===== src/rtl/cordic_engine.sv =====
// rtl/cordic_engine.sv - iterative CORDIC engine, rotation and vectoring modes
// One shared micro-rotation datapath per clock, arctangent ROM indexed by the iteration counter.
module cordic_engine #(
  parameter int WORD_LENGTH  = 21,
  parameter int FRAC_BITS    = 16,
  parameter int N_ITERATIONS = 17
) (
  input  logic                          clk,
  input  logic                          rst,
  input  logic                          in_valid,
  output logic                          in_ready,
  input  logic                          mode_i,
  input  logic signed [WORD_LENGTH-1:0] x_i,
  input  logic signed [WORD_LENGTH-1:0] y_i,
  input  logic signed [WORD_LENGTH-1:0] z_i,
  output logic                          out_valid,
  input  logic                          out_ready,
  output logic signed [WORD_LENGTH-1:0] x_o,
  output logic signed [WORD_LENGTH-1:0] y_o,
  output logic signed [WORD_LENGTH-1:0] z_o
);

  localparam int WL = WORD_LENGTH;
  localparam int SH = 30 - FRAC_BITS;
  localparam int CW = 5;
  localparam logic [CW-1:0] LAST_ITER = CW'(N_ITERATIONS - 1);

  if (WORD_LENGTH < 8 || WORD_LENGTH > 32) begin : g_chk_wl
    $error("cordic_engine: WORD_LENGTH must be in 8..32");
  end
  if (FRAC_BITS < 0 || FRAC_BITS > WORD_LENGTH - 3) begin : g_chk_fb
    $error("cordic_engine: FRAC_BITS must be in 0..WORD_LENGTH-3");
  end
  if (N_ITERATIONS < 1 || N_ITERATIONS > WORD_LENGTH || N_ITERATIONS > 31) begin : g_chk_n
    $error("cordic_engine: N_ITERATIONS must be in 1..min(WORD_LENGTH,31)");
  end

  typedef enum logic [1:0] {S_IDLE = 2'd0, S_RUN = 2'd1, S_DONE = 2'd2} state_t;

  state_t                r_state;
  state_t                w_next;
  logic [CW-1:0]         r_iter;
  logic                  r_mode;
  logic signed [WL-1:0]  r_x;
  logic signed [WL-1:0]  r_y;
  logic signed [WL-1:0]  r_z;
  logic [31:0]           w_atan_q30;
  logic [31:0]           w_atan_rnd;
  logic signed [WL-1:0]  w_atan;
  logic signed [WL-1:0]  w_x_sh;
  logic signed [WL-1:0]  w_y_sh;
  logic                  w_d;
  logic                  w_in_ready;
  logic                  w_out_valid;

  // atan(2^-i) at 30 fractional bits, rounded to nearest
  always_comb begin
    w_atan_q30 = 32'd0;
    case (r_iter)
      5'd0:  w_atan_q30 = 32'd843314857;  5'd1:  w_atan_q30 = 32'd497837830;
      5'd2:  w_atan_q30 = 32'd263043837;  5'd3:  w_atan_q30 = 32'd133525159;
      5'd4:  w_atan_q30 = 32'd67021687;   5'd5:  w_atan_q30 = 32'd33543516;
      5'd6:  w_atan_q30 = 32'd16775851;   5'd7:  w_atan_q30 = 32'd8388437;
      5'd8:  w_atan_q30 = 32'd4194283;    5'd9:  w_atan_q30 = 32'd2097149;
      5'd10: w_atan_q30 = 32'd1048576;    5'd11: w_atan_q30 = 32'd524288;
      5'd12: w_atan_q30 = 32'd262144;     5'd13: w_atan_q30 = 32'd131072;
      5'd14: w_atan_q30 = 32'd65536;      5'd15: w_atan_q30 = 32'd32768;
      5'd16: w_atan_q30 = 32'd16384;      5'd17: w_atan_q30 = 32'd8192;
      5'd18: w_atan_q30 = 32'd4096;       5'd19: w_atan_q30 = 32'd2048;
      5'd20: w_atan_q30 = 32'd1024;       5'd21: w_atan_q30 = 32'd512;
      5'd22: w_atan_q30 = 32'd256;        5'd23: w_atan_q30 = 32'd128;
      5'd24: w_atan_q30 = 32'd64;         5'd25: w_atan_q30 = 32'd32;
      5'd26: w_atan_q30 = 32'd16;         5'd27: w_atan_q30 = 32'd8;
      5'd28: w_atan_q30 = 32'd4;          5'd29: w_atan_q30 = 32'd2;
      5'd30: w_atan_q30 = 32'd1;
      default: w_atan_q30 = 32'd0;
    endcase
  end

  assign w_atan_rnd = (w_atan_q30 + (32'd1 << (SH - 1))) >> SH;
  assign w_atan     = $signed(WL'(w_atan_rnd));
  assign w_x_sh     = r_x >>> r_iter;
  assign w_y_sh     = r_y >>> r_iter;
  // d=1 is a clockwise step
  assign w_d        = r_mode ? ~r_y[WL-1] : r_z[WL-1];

  always_ff @(posedge clk) begin
    if (!rst) r_state <= S_IDLE;
    else      r_state <= w_next;
  end

  always_comb begin
    w_next = r_state;
    case (r_state)
      S_IDLE:  if (in_valid) w_next = S_RUN;
      S_RUN:   if (r_iter == LAST_ITER) w_next = S_DONE;
      S_DONE:  if (out_ready) w_next = S_IDLE;
      default: w_next = S_IDLE;
    endcase
  end

  always_comb begin
    w_in_ready  = 1'b0;
    w_out_valid = 1'b0;
    case (r_state)
      S_IDLE:  w_in_ready  = 1'b1;
      S_DONE:  w_out_valid = 1'b1;
      default: ;
    endcase
  end

  always_ff @(posedge clk) begin
    if (!rst) begin
      r_x    <= '0;
      r_y    <= '0;
      r_z    <= '0;
      r_iter <= '0;
      r_mode <= 1'b0;
    end else begin
      case (r_state)
        S_IDLE: if (in_valid) begin
          r_x    <= x_i;
          r_y    <= y_i;
          r_z    <= z_i;
          r_mode <= mode_i;
          r_iter <= '0;
        end
        S_RUN: begin
          if (w_d) begin
            r_x <= r_x + w_y_sh;
            r_y <= r_y - w_x_sh;
            r_z <= r_z + w_atan;
          end else begin
            r_x <= r_x - w_y_sh;
            r_y <= r_y + w_x_sh;
            r_z <= r_z - w_atan;
          end
          r_iter <= r_iter + CW'(1);
        end
        default: ;
      endcase
    end
  end

  assign in_ready  = w_in_ready;
  assign out_valid = w_out_valid;
  assign x_o       = r_x;
  assign y_o       = r_y;
  assign z_o       = r_z;

endmodule


===== config.mk =====
export PLATFORM = sky130hd
export DESIGN_NAME = cordic_engine
export DESIGN_NICKNAME = d
export VERILOG_FILES = /design/src/rtl/cordic_engine.sv
export SDC_FILE = /design/constraint.sdc
export NUM_CORES = 1
export LEC_CHECK = 0
export BUFFER_PORTS_ARGS = -buffer_cell sky130_fd_sc_hd__buf_2
export CORE_MARGIN = 5
export CORE_UTILIZATION = 50
export DETAILED_ROUTE_END_ITERATION = 12
export PLACE_DENSITY_LB_ADDON = 0.05
export REMOVE_ABC_BUFFERS = 1
export SLEW_MARGIN = 20
export SYNTH_ARGS = -nofsm -noshare
export SYNTH_HDL_FRONTEND = slang
export SYNTH_SLANG_ARGS = --single-unit
export TNS_END_PERCENT = 30

===== constraint.sdc =====
create_clock -name clk -period 6.95 [get_ports clk]
set_clock_uncertainty 0.15 [all_clocks]
set_input_delay 1.39 -clock clk [delete_from_list [all_inputs] [get_ports clk]]
set_output_delay 1.39 -clock clk [all_outputs]
set_load 0.01 [all_outputs]

After elaboration in Yosys (flattened, before gate mapping):

Memory sizes are Yosys's and may differ from the RTL's. A register that Yosys moved wholly into a read port is not among the register bits.
Index checks and enable logic that the tools add are counted.

* output and inout bits: 65
* flip-flop bits (word level): 71
* bits of input ports: 68
* memories: 1
* word-level logic and storage cells: 49
* ROM bits: 960

Memory list
* (no name shown): depth 32, bits a word 30, rd ports 1, clocked after memory_dff 1, wr ports 0, line 59 `case (r_iter)`

* reductions and logical operators: 5
* bitwise gates (word level): 1
* add/subtract/negate cells: 8
* shift operators: 2
* multiplexer cells: 20
* eq/ne operators: 6

Operators by type and width (number)
* $mux 21: 6
* $pmux 21 s2: 3
* $add 21x21->21: 2
* $sshr 21x5->21: 2
* $sub 21x21->21: 2
* $add 32x14->32 const B: 1
* $add 21x19->21: 1
* $sub 21x19->21: 1
* $mux 5: 3
* $pmux 5 s2: 1
* $mux 2: 3
* $ne 2x2->1 const B: 3
* $pmux 2 s3: 1
* $add 5x1->5 const B: 1
* $eq 5x5->1 const B: 1
* $reduce_and 2->1: 2
* $mux 1: 3
* $reduce_and 3->1: 1
* $eq 2x1->1 const B: 1
* $eq 2x2->1 const B: 1
* $logic_not 2->1: 1
* $reduce_bool 2->1: 1
* $not 1->1: 1

Depth between registers and ports, before layout:

Gate-level depths: netlist of the first run.

* word-level depth: 5
* gate-level depth with buffers: 26
* mapped depth without buffers: 21

Worst setup path after synthesis of the first run:

Ideal clock, no wire load.

* kind: reg-to-reg
* from: reg r_iter[0]
* to: reg r_x[19], in the netlist x_o[19]
* path slack: 1658 ps
* data arrival time: 5027 ps
* buffers on the path: 3
* stages on the path, launching flop included: 24
* setup time: 115 ps
* cell sequence: dfxtp_1 -> buf_2 -> buf_6 -> clkbuf_1 -> mux4_2 -> mux2_2 -> mux2i_1 -> o21ai_0 -> inv_1 -> ha_1 -> o2111ai_1 -> nor4_2 -> nor2_1 -> xor2_1 -> ha_1 -> and3_1 -> nand2_1 -> nand2_1 -> a31oi_1 -> o21ai_0 -> a221o_1 -> a311oi_1 -> nor2_1 -> a2111oi_0

* longest elaborated chain between the ends: 4
* elaborated cells between the ends (all ways): 5
* those cells by class: 2 x add/sub; 1 x shift; 2 x mux

Ends and longest elaborated chain
* start: declaration: line 42 `logic [CW-1:0] r_iter;`
* start signal: assignment: line 138 `r_iter <= r_iter + CW'(1);`
* $sshr 21x5->21 *: line 83 `assign w_y_sh = r_y >>> r_iter;`
* $sub 21x21->21 or $add 21x21->21 (tied branches): line 134, 130
* $mux 21 *: line 129 `if (w_d) begin`
* $pmux 21 s2 *: line 120 `case (r_state)`
* end signal: assignment: line 122 `r_x <= x_i;`
* end signal: assignment: line 130 `r_x <= r_x + w_y_sh;`
* end signal: assignment: line 134 `r_x <= r_x - w_y_sh;`
* end: declaration: line 44 `logic signed [WL-1:0] r_x;`

Every way passes the cells marked *; elsewhere a longest branch is shown, timed or not.
A chain may end at the register's enable or synchronous reset.

Final worst setup path of the first run:

Same ends and word-level chain as after synthesis.

==> key figures, run 1 <==
Logic synthesis
  • Area fraction in and, or, nand and nor cells after synthesis: 0.226
  • Share of flip-flops with an asynchronous set or reset: 0
  • Post-synth design cell area: 11,000 um^2
  • Number of instances in the synthesized netlist: 1,469
  • Yosys warning count: 0
  • Combinational family with the most area after synthesis: compound AO/OA/AOI/OAI gates
  • Proportion of synthesized chip area in sequential cells: 0.160
  • Area share of fa/ha/maj cells after synthesis: 0.0951
  • Top flip-flop cell by instance count after synthesis: dfxtp_1
  • Mean cell area of the mapped netlist: 7.51 um^2
  • Distinct cells, synth: 86
  • Post-synthesis share of cell area spent on xor and xnor gates: 0.0881
  • Register bit count reported by yosys: 88
  • Post-synthesis compound-gate area fraction: 0.259
  • Multiplexer fraction of the synthesized cell area: 0.120
  • Number of synthesized flops with an enable pin: 0

Min path
  • Hold worst-path end: z_o[0]
  • WHS Path Cells: 2
  • Min-Delay Path Class: register to register
  • Min-delay src: z_o[0]

Clock tree
  • Sinks on Clock Net: 88
  • Root buffer cell: clkbuf_16
  • CTS tree: yes
  • CTS H-tree depth: 3
  • CTS buffer count: 9
  • Maximum clock path buffer count: 2
  • Post-CTS resize count: 0
  • Post-CTS setup buffer count: 0
  • Insertion delay to the later sink of the worst-skew pair: 0.36 ns
  • Clock transition at path regs: 0.08 ns
  • Number of hold buffers added after cts: 0

Place
  • Port Buffers: 132
  • Placed wire-length estimate after detailed placement: 26,100 um
  • Weighted congestion reported at the end of routability-driven placement: 0.955
  • Post-Place Setup Slack: 1.09 ns

Global route
  • Overall track demand over capacity in global routing: 0.272
  • Residual overflow from global routing: 0
  • Wire length of the first global-routing pass: 55,000 um
  • Vias in the first global route: 10,209
  • Number of antenna violations at the first check in global routing: 0
  • Pin count of the biggest net entering global routing: 68

Power
  • Power density normalized to cell area: 351 nW/um^2
  • Total chip power: 4240 uW
  • Peak supply drop: 0.000138 V
  • Leak Pwr: 0.00529 uW

Flow run
  • Max-cap violation count: 0

Detailed routing
  • Detail-routed via count per cell: 6.21
  • DR iter-0 viols: 1,088
  • Via Count: 11,345
  • Detailed-routing iteration count for the pre-antenna-repair pass: 5
  • Avg WL per Cell: 19.2 um
  • Final wirelength: 35,100 um
  • Residual antenna-violating net count after detailed routing: 0
  • Post-detailed-route DRC marker count: 0

Setup path
  • Sort of element at the start of the critical path: register
  • Cell at the slowest stage of the critical path: dfxtp_2
  • Startpoint of the worst register-to-register path: r_iter[0]
  • Capture instance of the worst register-to-register path: x_o[19]
  • Crit path arrival time: 6.04 ns
  • Startpoint-to-endpoint class of the critical path: register to register
  • Sequence of cells on the critical path: inv_1 > mux2_2 > o211ai_1 > o31ai_1 > inv_1 > ha_1 > o2111ai_1 > nor4_2 > nor2_1 > xor2_1 > ha_1 > and3_1 > nand2_1 > nand2_1 > a31oi_1 > o21ai_0 > a221o_1 > a311oi_1 > nor2_1 > a2111oi_0
  • R2R cell count: 20
  • Data required time at the worst endpoint: 7.04 ns
  • Critical Path Max Stage Delay: 0.74 ns
  • Capturing element type of the critical path: register
  • Slack of the worst reg-to-reg path: 0.99 ns
  • Source of the critical timing path: r_iter[0]
  • Buffers & Inverters on Critical Path: 2
  • Family with the most delay on the worst path: compound AO/OA/AOI/OAI gates
  • Worst Path Max Fanout: 26

Timing
  • Accumulated negative setup slack: 0 ns
  • Number of hold violations in the final report: 0
  • Transition time at the pin with the least slew margin: 0.930 ns
  • Final Setup Violations: 0
  • Final setup slack of the worst path: 0.993 ns
  • Worst relative slew slack: 0.379
  • RSZ-0062 raised after global routing: no
  • Min Hold Slack: 0.355 ns
  • Post-layout minimum cycle time: 5.96 ns
  • Highest clock frequency the design can meet: 168 MHz
  • Final number of max-transition violations: 0
  • Final cycle utilization of the critical path: 0.857

Die
  • Total die area: 25,100 um^2
  • Initial Util: 0.507
  • Die outline width: 159 um
  • Core Footprint: 21,800 um^2
  • I/O pin count: 133
  • Vertical extent of the die: 159 um
  • Number of standard-cell rows in the floorplan: 54

Layout
  • Sequential cell area: 1770 um^2
  • Diodes inserted: 0
  • Share of the core filled with cells: 0.554
  • Area added between synthesis and finish: 9.27%
  • Share of cells above drive strength 1: 0.156
  • Most common cell after layout, fill and taps aside: nand2_1
  • Most used cells in the layout excluding fill and tap cells: nand2_1 (206), nor2_1 (137), buf_2 (132)
  • Layout Nets: 1,691
  • Area used by multi-input combinational logic: 8710 um^2
  • Number of filler cells placed in the layout: 2,201

Outcome
  • Outcome: complete, no violations
## cell type report
type,count,share of cell area
Clock buffer,9,0.0187
Timing Repair Buffer,154,0.0685
Sequential cell,88,0.147
Tap cell,280,0.0291
Clock inverter,7,0.00436
Multi-Input combinational cell,1255,0.722
Inverter,33,0.0103
## registers in the layout (all words and copies together), names as in the netlist
| register | cells |
|---|---|
| r_iter | 5 |
| r_mode | 1 |
| r_state | 2 |
| w_atan_q30 | 17 |
| x_o | 21 |
| y_o | 21 |
| z_o | 21 |
## synth_stat cells, types with 11 or more instances
cell type	number	area share
inv_1	30	0.010
nor2b_1	12	0.0068
and3_1	19	0.011
mux2_2	16	0.016
o211ai_1	14	0.0095
buf_6	11	0.011
a21oi_1	118	0.054
a311oi_1	38	0.030
ha_1	79	0.090
a31oi_1	18	0.010
nand2b_1	15	0.0085
a21o_1	30	0.020
and2_1	14	0.0079
o21ai_0	73	0.033
nand3_1	49	0.022
clkbuf_1	57	0.019
nor2_1	138	0.047
o31ai_1	14	0.0095
mux2i_1	52	0.047
nand2_1	207	0.070
xnor2_1	68	0.054
or3_1	11	0.0062
a211oi_1	13	0.0088
nor3_1	25	0.011
dfxtp_1	88	0.16
mux4_2	24	0.049
xor2_1	43	0.034
buf_2	11	0.0050
## per-layer routing
| metal | part of all wire | vias to the layer above | global-route usage |
|---|---|---|---|
| li1 | - | 5571 | - |
| met1 | 0.44 | 5351 | 0.366 |
| met2 | 0.48 | 383 | 0.469 |
| met3 | 0.057 | 40 | 0.0258 |
| met4 | 0.017 | 0 | 0.0682 |
| met5 | 0 | - | 0 |
## through the flow
step                      instances  instance area [um^2]
after CTS                      1826                 12100
after global routing           1826                 12100
after floorplan                1376                 10600
after detailed placement       1810                 11800
final                          1826                 12100
after global placement         1810                 11800
## worst register-to-register path, delay by kind of cell (launching register included)
| family | cells | cell delay, ns |
|---|---|---|
| flip-flops | 1 | 0.74 |
| AND/OR/NAND/NOR | 6 | 1.00 |
| AO/OA/AOI/OAI | 8 | 2.08 |
| XOR/XNOR | 1 | 0.16 |
| multiplexers | 1 | 0.46 |
| buffers and inverters | 2 | 0.71 |
| adder cells (fa/ha/maj) | 2 | 0.49 |
## power breakdown
| group | total (uW) | leakage, uW | internal [uW] | switching, uW |
|---|---|---|---|---|
| Combinational | 2930 | 0.00442 | 1290 | 1630 |
| Sequential | 819 | 0.000728 | 599 | 220 |
| Clock | 491 | 0.000138 | 247 | 244 |
## logic make-up after synthesis
group,after synthesis
flops,88
mux,95
simple gates,539
compound gates,428
fa+ha+maj,82
buf+inv,126
xor+xnor,111
## how the worst max path moves through the flow
stage                     slack [ns]  endpoint  cells past startpoint
after floorplan                 0.38   x_o[19]                     20
after global placement          1.24   y_o[20]                     20
after detailed placement        1.09   x_o[19]                     20
after CTS                       1.05   x_o[19]                     20
after global routing            0.44   x_o[19]                     20
final                           0.99   x_o[19]                     20
Note: power is estimated with default switching activity, not from simulation.
==> run 2, diff against run 1 <==
--- a/config.mk
+++ b/config.mk
@@ -5,7 +5,9 @@
 export SDC_FILE = /design/constraint.sdc
 export NUM_CORES = 1
 export LEC_CHECK = 0
+export ABC_AREA = 1
 export BUFFER_PORTS_ARGS = -buffer_cell sky130_fd_sc_hd__buf_2
+export CORE_ASPECT_RATIO = 2
 export CORE_MARGIN = 5
 export CORE_UTILIZATION = 50
 export DETAILED_ROUTE_END_ITERATION = 12
==> constraint.sdc (replaced) <==
create_clock -name clk -period 4.8 [get_ports clk]
set_clock_uncertainty 0.15 [all_clocks]
set_input_delay 0.96 -clock clk [delete_from_list [all_inputs] [get_ports clk]]
set_output_delay 0.96 -clock clk [all_outputs]
set_load 0.01 [all_outputs]
==> run 2 against run 1 <==
Sequential cell count unchanged. Maximum frequency rose by 30%. Non-clock buffer count rose by 67. Clock-buffer cell count up 3. Final area up 4.3%. Clock power increased by 49%. Register-to-register slack worse by 0.78 ns. Critical path depth rose by 11. First-iteration DRC count is 26% lower. Setup slack got worse by 0.78 ns. Routed wire length increased by 27%. Largest cell class unchanged.
==> key figures, run 2 <==
Outcome
  • Outcome: complete, no violations

Setup path
  • Worst Path Max Fanout: 24 (-7.7%)
  • Data required time at the worst endpoint: 4.90 ns (-2.14 ns)
  • Critical path's most frequent cell: nand2_1
  • Slack of the worst reg-to-reg path: 0.21 ns (-0.78 ns)
  • Crit path arrival time: 4.69 ns (-1.35 ns)
  • Sort of element at the start of the critical path: register
  • Source of the critical timing path: r_iter[0]
  • Capturing element type of the critical path: register
  • Cell at the slowest stage of the critical path: dfxtp_4
  • Startpoint-to-endpoint class of the critical path: register to register
  • Startpoint of the worst register-to-register path: r_iter[0]
  • R2R cell count: 31 (+55%)
  • Critical Path Sink: y_o[19]
  • Capture instance of the worst register-to-register path: y_o[19]
  • Critical Path Max Stage Delay: 0.38 ns (-0.36 ns)

Global route
  • Pin count of the biggest net entering global routing: 52 (-24%)
  • Residual overflow from global routing: 0 (unchanged)
  • Wire length of the first global-routing pass: 67,400 um (+22%)
  • Vias in the first global route: 13,426 (+32%)
  • Overall track demand over capacity in global routing: 0.356 (+0.0839)
  • Number of antenna violations at the first check in global routing: 0 (unchanged)

Layout
  • Area added between synthesis and finish: 17.7%
  • Diodes inserted: 0 (unchanged)
  • Share of cells above drive strength 1: 0.157 (+0.00153)
  • Sequential cell area: 1770 um^2 (-0.14%)
  • Layout Nets: 2,127 (+26%)
  • Most used cells in the layout excluding fill and tap cells: nand2_1 (476), nor2_1 (199), inv_1 (169)
  • Most common cell after layout, fill and taps aside: nand2_1
  • Non-Filler Instances: 2,251 (+23%)
  • Number of filler cells placed in the layout: 2,258 (+2.6%)
  • Finished layout cell area: 12,600 um^2 (+4.3%)
  • Area used by multi-input combinational logic: 8070 um^2 (-7.3%)

Logic synthesis
  • Number of synthesized flops with an enable pin: 0 (unchanged)
  • Area fraction in and, or, nand and nor cells after synthesis: 0.351 (+0.125)
  • Distinct cells, synth: 56 (-35%)
  • Cell with the most instances after synthesis: nand2_1
  • Combinational family with the most area after synthesis: simple AND/OR/NAND/NOR gates
  • Yosys warning count: 0 (unchanged)
  • Top flip-flop cell by instance count after synthesis: dfxtp_1
  • Share of flip-flops with an asynchronous set or reset: 0 (unchanged)
  • Area share of the largest cell type after synthesis: 0.169 (+0.00922)
  • Post-synthesis share of cell area spent on xor and xnor gates: 0.0828 (-0.00537)
  • Register bit count reported by yosys: 88 (unchanged)
  • Proportion of synthesized chip area in sequential cells: 0.165 (+0.00512)
  • Commonest cells post-synth: nand2_1 (481), nor2_1 (203), inv_1 (170), a21oi_1 (147), nand3_1 (141)
  • Multiplexer fraction of the synthesized cell area: 0.000937 (-0.119)
  • Number of instances in the synthesized netlist: 1,817 (+24%)
  • Post-synthesis compound-gate area fraction: 0.209 (-0.0501)
  • Leading cell types by total area after synthesis: nand2_1 (17%), dfxtp_1 (16%), ha_1 (9.2%), nor2_1 (7.1%), a21oi_1 (6.9%)
  • Cell type with the largest total area after synthesis: nand2_1
  • Area share of fa/ha/maj cells after synthesis: 0.0981 (+0.00305)
  • Post-synth design cell area: 10,700 um^2 (-3.1%)
  • Mean cell area of the mapped netlist: 5.88 um^2 (-22%)

Detailed routing
  • Detail-routed via count per cell: 5.82 (-6.3%)
  • Avg WL per Cell: 19.8 um (+2.7%)
  • Detailed-routing iteration count for the pre-antenna-repair pass: 5 (unchanged)
  • Routed wl met3: 1780 um (-11%)
  • Final wirelength: 44,500 um (+27%)
  • Highest metal layer used by the detailed router: met4
  • Routed met1 length: 13,500 um (-13%)
  • DR iter-0 viols: 805 (-26%)
  • Residual antenna-violating net count after detailed routing: 0 (unchanged)
  • Via Count: 13,110 (+16%)
  • Met2 wire len: 24,300 um (+43%)
  • Post-detailed-route DRC marker count: 0 (unchanged)

Timing
  • Highest clock frequency the design can meet: 218 MHz (+30%)
  • Final cycle utilization of the critical path: 0.957 (+0.0994)
  • Final Setup Violations: 0 (unchanged)
  • RSZ-0062 raised after global routing: yes
  • Final setup slack of the worst path: 0.209 ns (-0.784 ns)
  • Number of hold violations in the final report: 0 (unchanged)
  • Worst relative slew slack: 0.440 (+0.0608)
  • Transition time at the pin with the least slew margin: 0.832 ns (-0.0987 ns)
  • Final number of max-transition violations: 0 (unchanged)
  • Post-layout minimum cycle time: 4.59 ns (-1.37 ns)

Place
  • # placed instances: 2,233 (+23%)
  • Placed wire-length estimate after detailed placement: 35,300 um (+35%)
  • Placed inst area: 12,100 um^2 (+2.9%)
  • Weighted congestion reported at the end of routability-driven placement: 1.02 (+6.9%)
  • Port Buffers: 132 (unchanged)
  • Post-Place Setup Slack: -0.0725 ns (-1.16 ns)

Die
  • Initial Util: 0.508 (+0.00143)
  • Vertical extent of the die: 217 um (+37%)
  • Core Footprint: 21,000 um^2 (-3.4%)
  • Total die area: 24,600 um^2 (-2.2%)
  • I/O pin count: 133 (unchanged)
  • Die outline width: 113 um (-28%)
  • Number of standard-cell rows in the floorplan: 75 (+39%)

Clock tree
  • CTS H-tree depth: 3 (unchanged)
  • Number of hold buffers added after cts: 0 (unchanged)
  • Root buffer cell: clkbuf_16
  • Maximum clock path buffer count: 2 (unchanged)
  • CTS buffer count: 9 (unchanged)
  • CTS tree: yes
  • Insertion delay to the later sink of the worst-skew pair: 0.38 ns (+0.02 ns)
  • Clock transition at path regs: 0.07 ns (about the same)
  • Sinks on Clock Net: 88 (unchanged)

Power
  • Leak Pwr: 0.00645 uW (+22%)
  • Peak supply drop: 0.000330 V (+140%)
  • Power density normalized to cell area: 486 nW/um^2 (+38%)

Min path
  • Min-Delay Path Class: register to register

Flow run
  • Max-cap violation count: 0 (unchanged)
run 2: changes by cell type after synthesis, sizes merged, moves of 51 or more:
cell,previous run,this run
nand2,207,490
nor2,138,210
mux2i,52,1
o21ai,75,161
nand3,49,145
inv,31,177
run 2: kinds of logic (layout without fill, tap and decap cells):
logic type,count (synthesis),in the layout
adder cells (fa/ha/maj),82,82
XOR/XNOR,101,101
AO/OA/AOI/OAI,398,398
AND/OR/NAND/NOR,896,896
flip-flops,88,88
buffers and inverters,251,416
multiplexers,1,1
run 2: final cells by class:
type / instances / area share
multi-input cells: 1478 / 0.642
clock inverters: 4 / 0.00279
flip-flops and latches: 88 / 0.140
clock buffers: 12 / 0.0204
well taps: 269 / 0.0268
inverters: 179 / 0.0534
repair buffers: 221 / 0.114
run 2: per-layer routing:
| layer | track usage | up-vias |
|---|---|---|
| met1 | 0.289 | 5987 |
| met3 | 0.0420 | 267 |
| met4 | 0.337 | 0 |
| li1 | - | 6345 |
| met2 | 0.698 | 511 |
| met5 | 0 | - |
run 2: report_power, final:
| group | switching [uW] | internal (uW) | leakage, uW |
|---|---|---|---|
| combinational | 2760 | 1630 | 0.00559 |
| sequential | 151 | 842 | 0.000727 |
| clock | 349 | 386 | 0.000137 |
run 2: stage by stage:
step / setup TNS [ns] / util / hold slack [ns] / power, uW
floorplan: -87.53 / - / 0.330 / 3800
global placement: -0.0229 / 0.576 / 0.323 / 5160
detailed placement: -0.0725 / 0.576 / 0.335 / 5200
CTS: 0 / 0.591 / 0.345 / 5950
global route: -0.369 / 0.598 / 0.371 / 6620
finish: 0 / 0.598 / 0.343 / 6110
run 2: worst min-delay path by stage:
stage                        from      end  depth (start not counted)
after floorplan            r_mode   r_mode                          2
after global placement     z_o[6]   z_o[6]                          2
after detailed placement   z_o[6]   z_o[6]                          2
after CTS                  z_o[9]   z_o[9]                          2
after global routing      z_o[14]  z_o[14]                          2
final                      z_o[6]   z_o[6]                          2
run 2: worst max-delay path: cells and delay by family (launching register included):
kind            cells  cell delay [ns]
fa+ha+maj           2             0.50
simple gates       16             1.60
buf+inv             5             0.62
xor+xnor            1             0.28
compound gates      7             0.86
flops               1             0.38
run 2: repair_timing:
action                                 CTS  global route
buffers inserted                         0             1
endpoints found under the hold margin    0             0
pin swaps                                0             8
setup endpoints to repair                1            22
gates resized for setup                  2            39
cloned                                   0             1
==> run 3, diff against run 2 <==
--- a/config.mk
+++ b/config.mk
@@ -5,7 +5,6 @@
 export SDC_FILE = /design/constraint.sdc
 export NUM_CORES = 1
 export LEC_CHECK = 0
-export ABC_AREA = 1
 export BUFFER_PORTS_ARGS = -buffer_cell sky130_fd_sc_hd__buf_2
 export CORE_ASPECT_RATIO = 2
 export CORE_MARGIN = 5
==> constraint.sdc (replaced) <==
create_clock -name clk -period 4.8 [get_ports clk]
set_clock_uncertainty 0.15 [all_clocks]
set_input_delay 0.24 -clock clk [delete_from_list [all_inputs] [get_ports clk]]
set_output_delay 0.24 -clock clk [all_outputs]
set_load 0.01 [all_outputs]
==> run 3 against run 2 <==
The run now ends with setup timing left. Utilization is 12 points higher. Global-route usage is 3.7 points higher. Combinational power is 50% higher. Routed wire length is 14% higher. Register-to-register slack worse by 0.43 ns. Sequential cell count stayed put. First-iteration DRC count is 2.7% lower. Maximum frequency is 8.6% lower. Via count is 5.6% higher. Highest routed layer unchanged.
==> key figures, run 3 (synthesis results as in run 1) <==
Outcome
  • Outcome: complete, but fails checks
  • Failing checks: setup timing

Die
  • Number of standard-cell rows in the floorplan: 77 (+2.7%)
  • Initial Util: 0.502 (-0.00629)
  • Vertical extent of the die: 220 um (+1.5%)
  • Die outline width: 115 um (+1.5%)
  • I/O pin count: 133 (unchanged)
  • Core Footprint: 22,000 um^2 (+4.5%)
  • Total die area: 25,300 um^2 (+3.0%)

Detailed routing
  • Detail-routed via count per cell: 6.24 (+7.1%)
  • Residual antenna-violating net count after detailed routing: 0 (unchanged)
  • Met2 wire len: 26,700 um (+9.9%)
  • Post-detailed-route DRC marker count: 0 (unchanged)
  • Detailed-routing iteration count for the pre-antenna-repair pass: 5 (unchanged)
  • Avg WL per Cell: 22.9 um (+16%)
  • Final wirelength: 50,800 um (+14%)
  • Highest metal layer used by the detailed router: met4
  • DR iter-0 viols: 783 (-2.7%)
  • Via Count: 13,845 (+5.6%)
  • Routed wl met3: 2510 um (+42%)
  • Routed met1 length: 16,100 um (+19%)

Place
  • Placed inst area: 14,300 um^2 (+18%)
  • Weighted congestion reported at the end of routability-driven placement: 1.09 (+6.3%)
  • # placed instances: 2,131 (-4.6%)
  • Placed wire-length estimate after detailed placement: 38,800 um (+10%)
  • Port Buffers: 132 (unchanged)

Power
  • Switching share of total power: 0.467 (-0.0659)
  • Clock group share of total power: 0.094 (-0.026)
  • Peak supply drop: 0.000358 V (+8.7%)
  • Switching pwr: 3950 uW (+21%)
  • Flop pwr share: 0.127 (-0.036)
  • Cell internal power dissipation: 4510 uW (+58%)
  • Leak Pwr: 0.00740 uW (+15%)
  • Comb power frac: 0.779 (+0.062)
  • Power density normalized to cell area: 534 nW/um^2 (+9.8%)

Clock tree
  • CTS buffer count: 9 (unchanged)
  • Root buffer cell: clkbuf_16
  • Sinks on Clock Net: 88 (unchanged)
  • Clock transition at path regs: 0.07 ns (about the same)
  • Insertion delay to the later sink of the worst-skew pair: 0.39 ns (about the same)
  • CTS tree: yes
  • CTS H-tree depth: 3 (unchanged)
  • Maximum clock path buffer count: 2 (unchanged)

Setup path
  • Data required time at the worst endpoint: 4.97 ns (+0.07 ns)
  • Slack of the worst reg-to-reg path: -0.22 ns (-0.43 ns)
  • Worst Path Max Fanout: 7 (-71%)
  • Startpoint of the worst register-to-register path: r_iter[1]
  • Crit path arrival time: 5.19 ns (+0.50 ns)
  • Capturing element type of the critical path: register
  • Capture instance of the worst register-to-register path: y_o[20]
  • R2R cell count: 20 (-35%)
  • Startpoint-to-endpoint class of the critical path: register to register
  • Source of the critical timing path: r_iter[1]
  • Sort of element at the start of the critical path: register

Layout
  • Most common cell after layout, fill and taps aside: buf_4
  • Area added between synthesis and finish: 43.7%
  • Layout Nets: 2,089 (-1.8%)
  • Share of cells above drive strength 1: 0.347 (+0.190)
  • Most used cells in the layout excluding fill and tap cells: buf_4 (363), nand2_1 (202), nor2_1 (137)
  • Non-Filler Instances: 2,220 (-1.4%)
  • Diodes inserted: 0 (unchanged)
  • Number of filler cells placed in the layout: 1,840 (-19%)
  • Finished layout cell area: 15,800 um^2 (+26%)

Min path
  • Hold worst-path end: y_o[19]
  • Min-delay src: y_i[19]
  • WHS Path Cells: 3 (+1)
  • Min-Delay Path Class: input port to register

Timing
  • Final number of max-transition violations: 0 (unchanged)
  • Final Setup Violations: 12 (+12)
  • Final cycle utilization of the critical path: 1.05 (+0.0903)
  • Final setup slack of the worst path: -0.225 ns (-0.434 ns)
  • Number of hold violations in the final report: 0 (unchanged)
  • RSZ-0062 raised after global routing: yes
  • Worst relative slew slack: 0.462 (+0.0222)
  • Post-layout minimum cycle time: 5.02 ns (+0.434 ns)
  • Transition time at the pin with the least slew margin: 0.807 ns (-0.0245 ns)
  • Highest clock frequency the design can meet: 199 MHz (-8.6%)

Global route
  • Wire length of the first global-routing pass: 75,700 um (+12%)
  • Vias in the first global route: 14,058 (+4.7%)
  • Number of antenna violations at the first check in global routing: 0 (unchanged)
  • Overall track demand over capacity in global routing: 0.392 (+0.0368)
  • Pin count of the biggest net entering global routing: 67 (+29%)
  • Residual overflow from global routing: 0 (unchanged)

Flow run
  • Max-cap violation count: 0 (unchanged)
run 3: final cells by class:
class                           count  area, um^2  share of cell area
Timing Repair Buffer              552        4070               0.257
Inverter                           33         124             0.00782
Sequential cell                    88        1770               0.112
Tap cell                          276         345              0.0218
Clock buffer                       13         260              0.0164
Multi-Input combinational cell   1255        9230               0.583
Clock inverter                      3        47.5             0.00300
run 3: routing by layer:
metal / track usage / vias to the layer above
met1: 0.356 / 6626
li1: - / 6343
met2: 0.719 / 608
met5: 0 / -
met4: 0.353 / 0
met3: 0.0668 / 268
run 3: what timing repair did:
action                     CTS  global route
resized for setup           62            73
hold endpoints to repair    39             0
buffers inserted            22            13
setup endpoints to repair   20            24
hold buffers                39             0
pin swaps                   39            52
run 3: worst max-delay path by stage:
stage,endpoint,slack (ns),depth (start not counted)
after floorplan,x_o[19],-1.77,20
after global placement,x_o[19],-0.70,20
after detailed placement,x_o[19],-0.79,20
after CTS,x_o[19],-0.18,23
after global routing,x_o[19],-0.41,23
final,y_o[20],-0.22,20
run 3: stage by stage:
stage	setup WS [ns]	hold WS, ns	util	setup TNS, ns	power, uW
2_1_floorplan	-1.77	0.206	-	-39.33	4380
3_3_place_gp	-0.700	0.332	0.652	-5.72	6760
3_5_place_dp	-0.792	0.348	0.652	-7.49	6860
4_1_cts	-0.182	0.00127	0.704	-1.28	8000
5_1_grt	-0.405	0.0245	0.721	-3.82	8980
6_report	-0.225	0.0136	0.721	-1.24	8460
run 3: critical path: stages, from the launching register on:
cell and delay [ns]:
dfxtp_4 0.41, buf_4 0.18, mux4_2 0.52, mux2_4 0.31, o211ai_1 0.27, o31ai_4 0.16, inv_2 0.11, ha_4 0.14
nand3b_1 0.10, o31ai_2 0.26, xor2_1 0.21, ha_1 0.27, a21o_1 0.16, a21o_1 0.18, a21oi_2 0.13, o21ai_2 0.10
or3b_4 0.44, a31oi_4 0.18, a21oi_2 0.09, or3_2 0.43, a31oi_1 0.17
run 3: power groups by stage:
stage	clock network, uW	registers (uW)	logic [uW]
after floorplan	0	1130	3250
after global placement	0	1080	5680
after detailed placement	0	1080	5780
after CTS	805	1070	6130
after global routing	834	1080	7070
final	796	1070	6590
